## src/rtl/z3_master_seq.sv

```systemverilog
// ---------------------------------------------------------------------------
// z3_master_seq
//
// Zorro III bus-master cycle sequencer for the A4092. It sits between the
// NCR 53C710 local master port and the Zorro III bus. It requests the bus
// on behalf of the 710 and runs one Zorro III full cycle for each 710
// transfer. Each 710 cycle ends with either STERM_n (normal) or TEA_n
// (bus error / timeout).
//
// Parameters
//   TIMEOUT_CYCLES   CLK cycles allowed for an acknowledge before a forced
//                    error termination (8..255)
//   RECOVERY_CYCLES  minimum CLK cycles spent recovering after a
//                    termination before the next cycle may start (1..7)
//
// Ports
//   CLK, IORST_n     system clock; asynchronous active-low reset
//   SBR_n / SBG_n    710 bus request (async, synchronised) / grant to 710
//   SAS_n            710 transfer strobe (synchronised)
//   SREAD, SSIZ, SA  710 direction, transfer size, address bits [1:0]
//   BR_n / BG_n      Zorro III bus request / grant (grant synchronised)
//   FCS_n            Zorro III full cycle strobe
//   DS_n[3:0]        byte data strobes, DS_n[3] = offset 0 (D31:24)
//   READ_O, DOE_O    Zorro READ and data output enable
//   DTACK_n, BERR_n  target acknowledge / bus error (synchronised)
//   STERM_n, TEA_n   one-cycle termination pulses to the 710
//   BMASTER          high while this board owns the Zorro bus
// ---------------------------------------------------------------------------
module z3_master_seq #(
  parameter int TIMEOUT_CYCLES  = 255,
  parameter int RECOVERY_CYCLES = 2
) (
  input  logic       CLK,
  input  logic       IORST_n,
  input  logic       SBR_n,
  output logic       SBG_n,
  input  logic       SAS_n,
  input  logic       SREAD,
  input  logic [1:0] SSIZ,
  input  logic [1:0] SA,
  output logic       BR_n,
  input  logic       BG_n,
  output logic       FCS_n,
  output logic [3:0] DS_n,
  output logic       READ_O,
  output logic       DOE_O,
  input  logic       DTACK_n,
  input  logic       BERR_n,
  output logic       STERM_n,
  output logic       TEA_n,
  output logic       BMASTER
);

  localparam logic [7:0] TO_LIM  = 8'(TIMEOUT_CYCLES);
  localparam logic [2:0] REC_LIM = 3'(RECOVERY_CYCLES - 1);

  typedef enum logic [2:0] {
    S_IDLE,
    S_REQ,
    S_OWN,
    S_ADDR,
    S_DATA,
    S_TERM,
    S_RECOVER,
    S_RELEASE
  } state_t;

  // Synchroniser bit positions within the packed sync vectors.
  localparam int IX_SBR   = 4;
  localparam int IX_SAS   = 3;
  localparam int IX_BG    = 2;
  localparam int IX_DTACK = 1;
  localparam int IX_BERR  = 0;

  logic [4:0] sync1_q, sync2_q;
  logic       sbr_s, sas_s, bg_s, dtack_s, berr_s;

  state_t     state_q, state_d;
  logic       err_q, err_d;
  logic [7:0] to_cnt_q, to_cnt_d;
  logic [2:0] rec_cnt_q, rec_cnt_d;
  logic       rd_q, rd_d;
  logic [1:0] siz_q, siz_d;
  logic [1:0] sa_q, sa_d;

  // Byte-lane mask for a transfer starting at offset sa of the given size.
  // Bit 3 is offset 0. Lanes past offset 3 are clipped: a transfer never
  // spills into the next longword on this bus.
  function automatic logic [3:0] lane_mask(input logic [1:0] sa,
                                           input logic [1:0] siz);
    logic [2:0] sa3;
    logic [2:0] n;
    logic [2:0] end_off;
    logic [3:0] m;
    sa3     = {1'b0, sa};
    n       = (siz == 2'b00) ? 3'd4 : {1'b0, siz};
    end_off = sa3 + n;
    m[3]    = (sa3 <= 3'd0) && (3'd0 < end_off);
    m[2]    = (sa3 <= 3'd1) && (3'd1 < end_off);
    m[1]    = (sa3 <= 3'd2) && (3'd2 < end_off);
    m[0]    = (sa3 <= 3'd3) && (3'd3 < end_off);
    return m;
  endfunction

  assign sbr_s   = sync2_q[IX_SBR];
  assign sas_s   = sync2_q[IX_SAS];
  assign bg_s    = sync2_q[IX_BG];
  assign dtack_s = sync2_q[IX_DTACK];
  assign berr_s  = sync2_q[IX_BERR];

  // State register and synchronisers; everything resets to the inactive
  // (high) level so a reset cannot fake a request or acknowledge.
  always_ff @(posedge CLK or negedge IORST_n) begin
    if (!IORST_n) begin
      sync1_q   <= 5'b11111;
      sync2_q   <= 5'b11111;
      state_q   <= S_IDLE;
      err_q     <= 1'b0;
      to_cnt_q  <= 8'd0;
      rec_cnt_q <= 3'd0;
    end else begin
      sync1_q   <= {SBR_n, SAS_n, BG_n, DTACK_n, BERR_n};
      sync2_q   <= sync1_q;
      state_q   <= state_d;
      err_q     <= err_d;
      to_cnt_q  <= to_cnt_d;
      rec_cnt_q <= rec_cnt_d;
    end
  end

  // Transfer attributes captured when the 710 strobe is accepted. They are
  // only observed in ADDR/DATA, so they need no reset.
  always_ff @(posedge CLK) begin
    rd_q  <= rd_d;
    siz_q <= siz_d;
    sa_q  <= sa_d;
  end

  // Next-state logic
  always_comb begin
    state_d   = state_q;
    err_d     = err_q;
    to_cnt_d  = to_cnt_q;
    rec_cnt_d = rec_cnt_q;
    rd_d      = rd_q;
    siz_d     = siz_q;
    sa_d      = sa_q;
    case (state_q)
      S_IDLE: begin
        if (!sbr_s) state_d = S_REQ;
      end
      S_REQ: begin
        if (!bg_s) state_d = S_OWN;
      end
      S_OWN: begin
        // A pending release beats a new strobe; a withdrawn grant is
        // deliberately ignored, ownership ends only via SBR_n.
        if (sbr_s) begin
          state_d = S_RELEASE;
        end else if (!sas_s) begin
          rd_d    = SREAD;
          siz_d   = SSIZ;
          sa_d    = SA;
          state_d = S_ADDR;
        end
      end
      S_ADDR: begin
        to_cnt_d = 8'd0;
        state_d  = S_DATA;
      end
      S_DATA: begin
        to_cnt_d = to_cnt_q + 8'd1;
        // Error outranks acknowledge when both arrive together.
        if (!berr_s) begin
          err_d   = 1'b1;
          state_d = S_TERM;
        end else if (!dtack_s) begin
          err_d   = 1'b0;
          state_d = S_TERM;
        end else if (to_cnt_q == TO_LIM) begin
          err_d   = 1'b1;
          state_d = S_TERM;
        end
      end
      S_TERM: begin
        rec_cnt_d = 3'd0;
        state_d   = S_RECOVER;
      end
      S_RECOVER: begin
        // Stay at least RECOVERY_CYCLES and until the target has let go of
        // DTACK_n, so a stale acknowledge cannot end the next cycle.
        if (rec_cnt_q != REC_LIM) rec_cnt_d = rec_cnt_q + 3'd1;
        if ((rec_cnt_q == REC_LIM) && dtack_s) state_d = S_OWN;
      end
      S_RELEASE: begin
        state_d = S_IDLE;
      end
      default: begin
        state_d = S_IDLE;
      end
    endcase
  end

  // Outputs are decoded from the state register alone, so the asynchronous
  // reset forces every output inactive immediately.
  always_comb begin
    BR_n    = 1'b1;
    SBG_n   = 1'b1;
    BMASTER = 1'b0;
    FCS_n   = 1'b1;
    DS_n    = 4'b1111;
    READ_O  = 1'b0;
    DOE_O   = 1'b0;
    STERM_n = 1'b1;
    TEA_n   = 1'b1;
    case (state_q)
      S_REQ: begin
        BR_n = 1'b0;
      end
      S_OWN, S_RECOVER: begin
        BR_n    = 1'b0;
        SBG_n   = 1'b0;
        BMASTER = 1'b1;
      end
      S_ADDR: begin
        BR_n    = 1'b0;
        SBG_n   = 1'b0;
        BMASTER = 1'b1;
        FCS_n   = 1'b0;
        READ_O  = rd_q;
      end
      S_DATA: begin
        BR_n    = 1'b0;
        SBG_n   = 1'b0;
        BMASTER = 1'b1;
        FCS_n   = 1'b0;
        READ_O  = rd_q;
        DOE_O   = 1'b1;
        DS_n    = ~lane_mask(sa_q, siz_q);
      end
      S_TERM: begin
        BR_n    = 1'b0;
        SBG_n   = 1'b0;
        BMASTER = 1'b1;
        STERM_n = err_q;
        TEA_n   = ~err_q;
      end
      default: begin
        BR_n = 1'b1;
      end
    endcase
  end

endmodule

```

## config.mk

```make
export PLATFORM = sky130hd
export DESIGN_NAME = z3_master_seq
export DESIGN_NICKNAME = d
export VERILOG_FILES = /design/src/rtl/z3_master_seq.sv
export SDC_FILE = /design/constraint.sdc
export NUM_CORES = 1
export LEC_CHECK = 0
export BUFFER_PORTS_ARGS = -buffer_cell sky130_fd_sc_hd__clkbuf_2
export CAP_MARGIN = 20
export CORE_MARGIN = 8
export CORE_UTILIZATION = 45
export CTS_CLUSTER_SIZE = 30
export DETAILED_ROUTE_END_ITERATION = 12
export PLACE_DENSITY = 0.76
export SETUP_SLACK_MARGIN = 0.15
export SKIP_CTS_REPAIR_TIMING = 1
export SLEW_MARGIN = 10
export SYNTH_ARGS = -nofsm -noshare
export SYNTH_HDL_FRONTEND = slang
export SYNTH_SLANG_ARGS = --single-unit
```

## constraint.sdc

```tcl
create_clock -name CLK -period 2.83 [get_ports CLK]
set_input_delay 0.566 -clock CLK [delete_from_list [all_inputs] [get_ports CLK]]
set_output_delay 0.566 -clock CLK [all_outputs]
set_load 0.02 [all_outputs]
```

==> flow_summary.ini <==
[run_status]
run_status = finished, final reports clean

[worst_hold_path]
min_path_type = input port to asynchronous set/reset pin

[global_route]
grt_max_degree = 26
grt_pass1_wl_mm = 4.616
first_global_vias = 1066
overflow = 0
antenna_found_initial = 0
grt_use_total_pct = 11.32

[timing]
setup_viol = 0
finalSetupTns_ns = 0
finalMaxSlewViolations = 0
finalClockSkew_ns = 0.001520
rsz0062_at_grt = true
period_needed_ns = 2.571
max_freq_mhz = 389.0
max_slew.worst_pin.slew_ns = 0.6400
hold_violations = 0
fin_crit_sh_pct = 90.83
slew_headroom_pct = 57.00

[synth]
synth.ff_latch_count = 30
post_synth_inst_count = 127
synth_compound_area_share_pct = 14.85
yosys.cell_types.count = 38
muxShareOfSynthArea_pct = 2.882
yosys_warnings = 0
synth_top_family_by_area = compound AO/OA/AOI/OAI gates
synth_nets = 148
synthXorXnorAreaFrac_pct = 0.6114
synth-seq-area-share_pct = 55.02
synth.avg_cell_area_um2 = 11.28
syn-cell-area_um2 = 1433
synthAdderAreaFrac_pct = 8.384
synth-simple-area-share_pct = 14.32

[place]
postPlaceCellArea_um2 = 1573
gp_congestion = 0.7981
io_buffers = 23
place_hpwl_mm = 2.081

[drt]
vias_per_cell = 5.381
routed_wl_mm = 2.734
wl_per_cell_um = 13.88
dr_total_vias = 1060
ant_nets = 0
drtIter0Drc = 34
drc = 0
first_pass_iters = 4

[final_layout]
layout_commonest_cell = clkbuf_2
nets = 173
layout_common_cells = clkbuf_2 (23), dfrtp_1 (15), nand2_1 (14)
antenna_cells = 0
final_util_pct = 53.52
final_area_um2 = 1634
nFillCells = 288
area_delta_synth_final_pct = 14.06
post_route_cells_drive_above_1_share_pct = 30.72

[die]
core_um2 = 3053
die_w_um = 72.43
dieHeight_um = 72.43
num_rows = 20
io-pin-count = 24
die_area_um2 = 5245
start_util_pct = 46.93

[power_and_ir_drop]
total_power_w = 0.001424
p_leak_nw = 0.7395
ir_worst_vdd_mv = 0.4139
pwr_density_cell_nw_per_um2 = 871.6

[critical_path]
critPathMaxStageDelay_ns = 0.43
reg2reg_depth = 4
crit_fanout = 3
critPathKind = flop to output port
cp_slowest_cell = edfxtp_1
cp.required_ns = 2.26
endpoint_kind = output port
cp.arrival_ns = 2.00
cp-start-kind = flop
worstPathCellList = ha_1, fa_1, xor2_2, a21oi_1, a211o_1, clkbuf_2

[clock_network]
cts_made_buffers = 5
htree_levels = 2
cts.sinks = 30
cts-root-buf = clkbuf_4
cts_tree = yes
cts.clk_slew.worst_paths_ns = 0.09
cts_buffer_depth = 2
clkLatencyLatePin_ns = 0.33

[run]
cap_viol_max_count = 0
## where the power goes
part | switching [W] | internal, W
sequential | 0.0000764 | 0.000512
combinational | 0.000376 | 0.000225
clock | 0.000140 | 0.0000943
total | 0.000593 | 0.000832
## through the flow
| stage | setup WS (ns) | std cells | hold WS [ns] |
|---|---|---|---|
| after global routing | 0.1228 | 197 | 0.2564 |
| after floorplan | 0.6415 | 127 | 0.2704 |
| after global placement | 0.6745 | 189 | 0.3453 |
| after CTS | 0.2047 | 197 | 0.2309 |
| final | 0.2594 | 197 | 0.2246 |
| after detailed placement | 0.5754 | 189 | 0.3488 |
## flip-flops by register name (all words and copies together), names as in the netlist
register   count
siz_q          2
sync1_q        5
sa_q           2
err_q          1
to_cnt_q       8
state_q        3
rec_cnt_q      3
rd_q           1
sync2_q        5
## worst max-delay path: cells and delay by family, from the launching register on
kind | cells | cell delay [ns]
adder cells (fa/ha/maj) | 2 | 0.62
flip-flops | 1 | 0.43
AO/OA/AOI/OAI | 2 | 0.29
XOR/XNOR | 1 | 0.18
buffers and inverters | 1 | 0.16
## kinds of logic (layout without fill, tap and decap cells)
family,count (synthesis),after routing
and+or+nand+nor,41,41
AOI/OAI and AO/OA,30,30
DFF,30,30
buffers and inverters,12,38
adders and majority gates,9,9
muxes,4,4
xor gates and xnor gates,1,1
## cells in the mapped netlist, drive strengths merged
cell	n	area, um2
a22oi	1	7.510
and2	1	6.260
ha	8	100.1
nand3	6	30.03
nand3b	2	15.01
mux2i	3	30.03
o21ai	10	50.05
o311ai	2	17.52
nor2	6	22.52
and4	1	11.26
fa	1	20.02
inv	7	26.27
a211o	1	8.760
a22o	4	35.03
edfxtp	5	150.1
dfstp	10	262.8
a41o	1	10.01
a41oi	1	16.27
o32a	1	10.01
nand2b	3	18.77
a21oi	6	33.78
nor3	3	20.02
clkbuf	1	3.750
buf	4	26.27
dfrtp	15	375.4
xor2	1	8.760
mux2	1	11.26
o41ai	1	8.760
or3	1	6.260
nand2	15	56.30
nand4	2	12.51
o31ai	2	15.01
nor2b	1	6.260
## routing by layer
layer,track usage (%),wire (um),share of wire [%]
met1,12.09,1116,41
met2,18.86,1401,51
met3,5.647,175,6.4
met4,4.000,41,1.5
met5,0,0,0
## layout make-up
type | count | area (um2) | area share (%)
Clock inverter | 2 | 10.01 | 0.6126
Sequential cell | 30 | 788.3 | 48.24
Tap cell | 44 | 55.05 | 3.369
Multi-Input combinational cell | 85 | 598.1 | 36.60
Inverter | 7 | 26.28 | 1.608
Timing Repair Buffer | 23 | 115.1 | 7.044
Clock buffer | 6 | 41.29 | 2.527
## worst paths after layout
path,from,endpoint,slack (ns)
setup reg to reg,state_q[0],siz_q[1],0.94
max in group asynchronous,IORST_n,state_q[0],2.22
setup / recovery,sa_q[0],DS_n[1],0.26
hold reg to reg,sync1_q[2],sync2_q[2],0.36
hold / removal,IORST_n,to_cnt_q[6],0.22
min in group CLK,DTACK_n,sync1_q[1],0.31
Power figures use the tool's default switching activity.
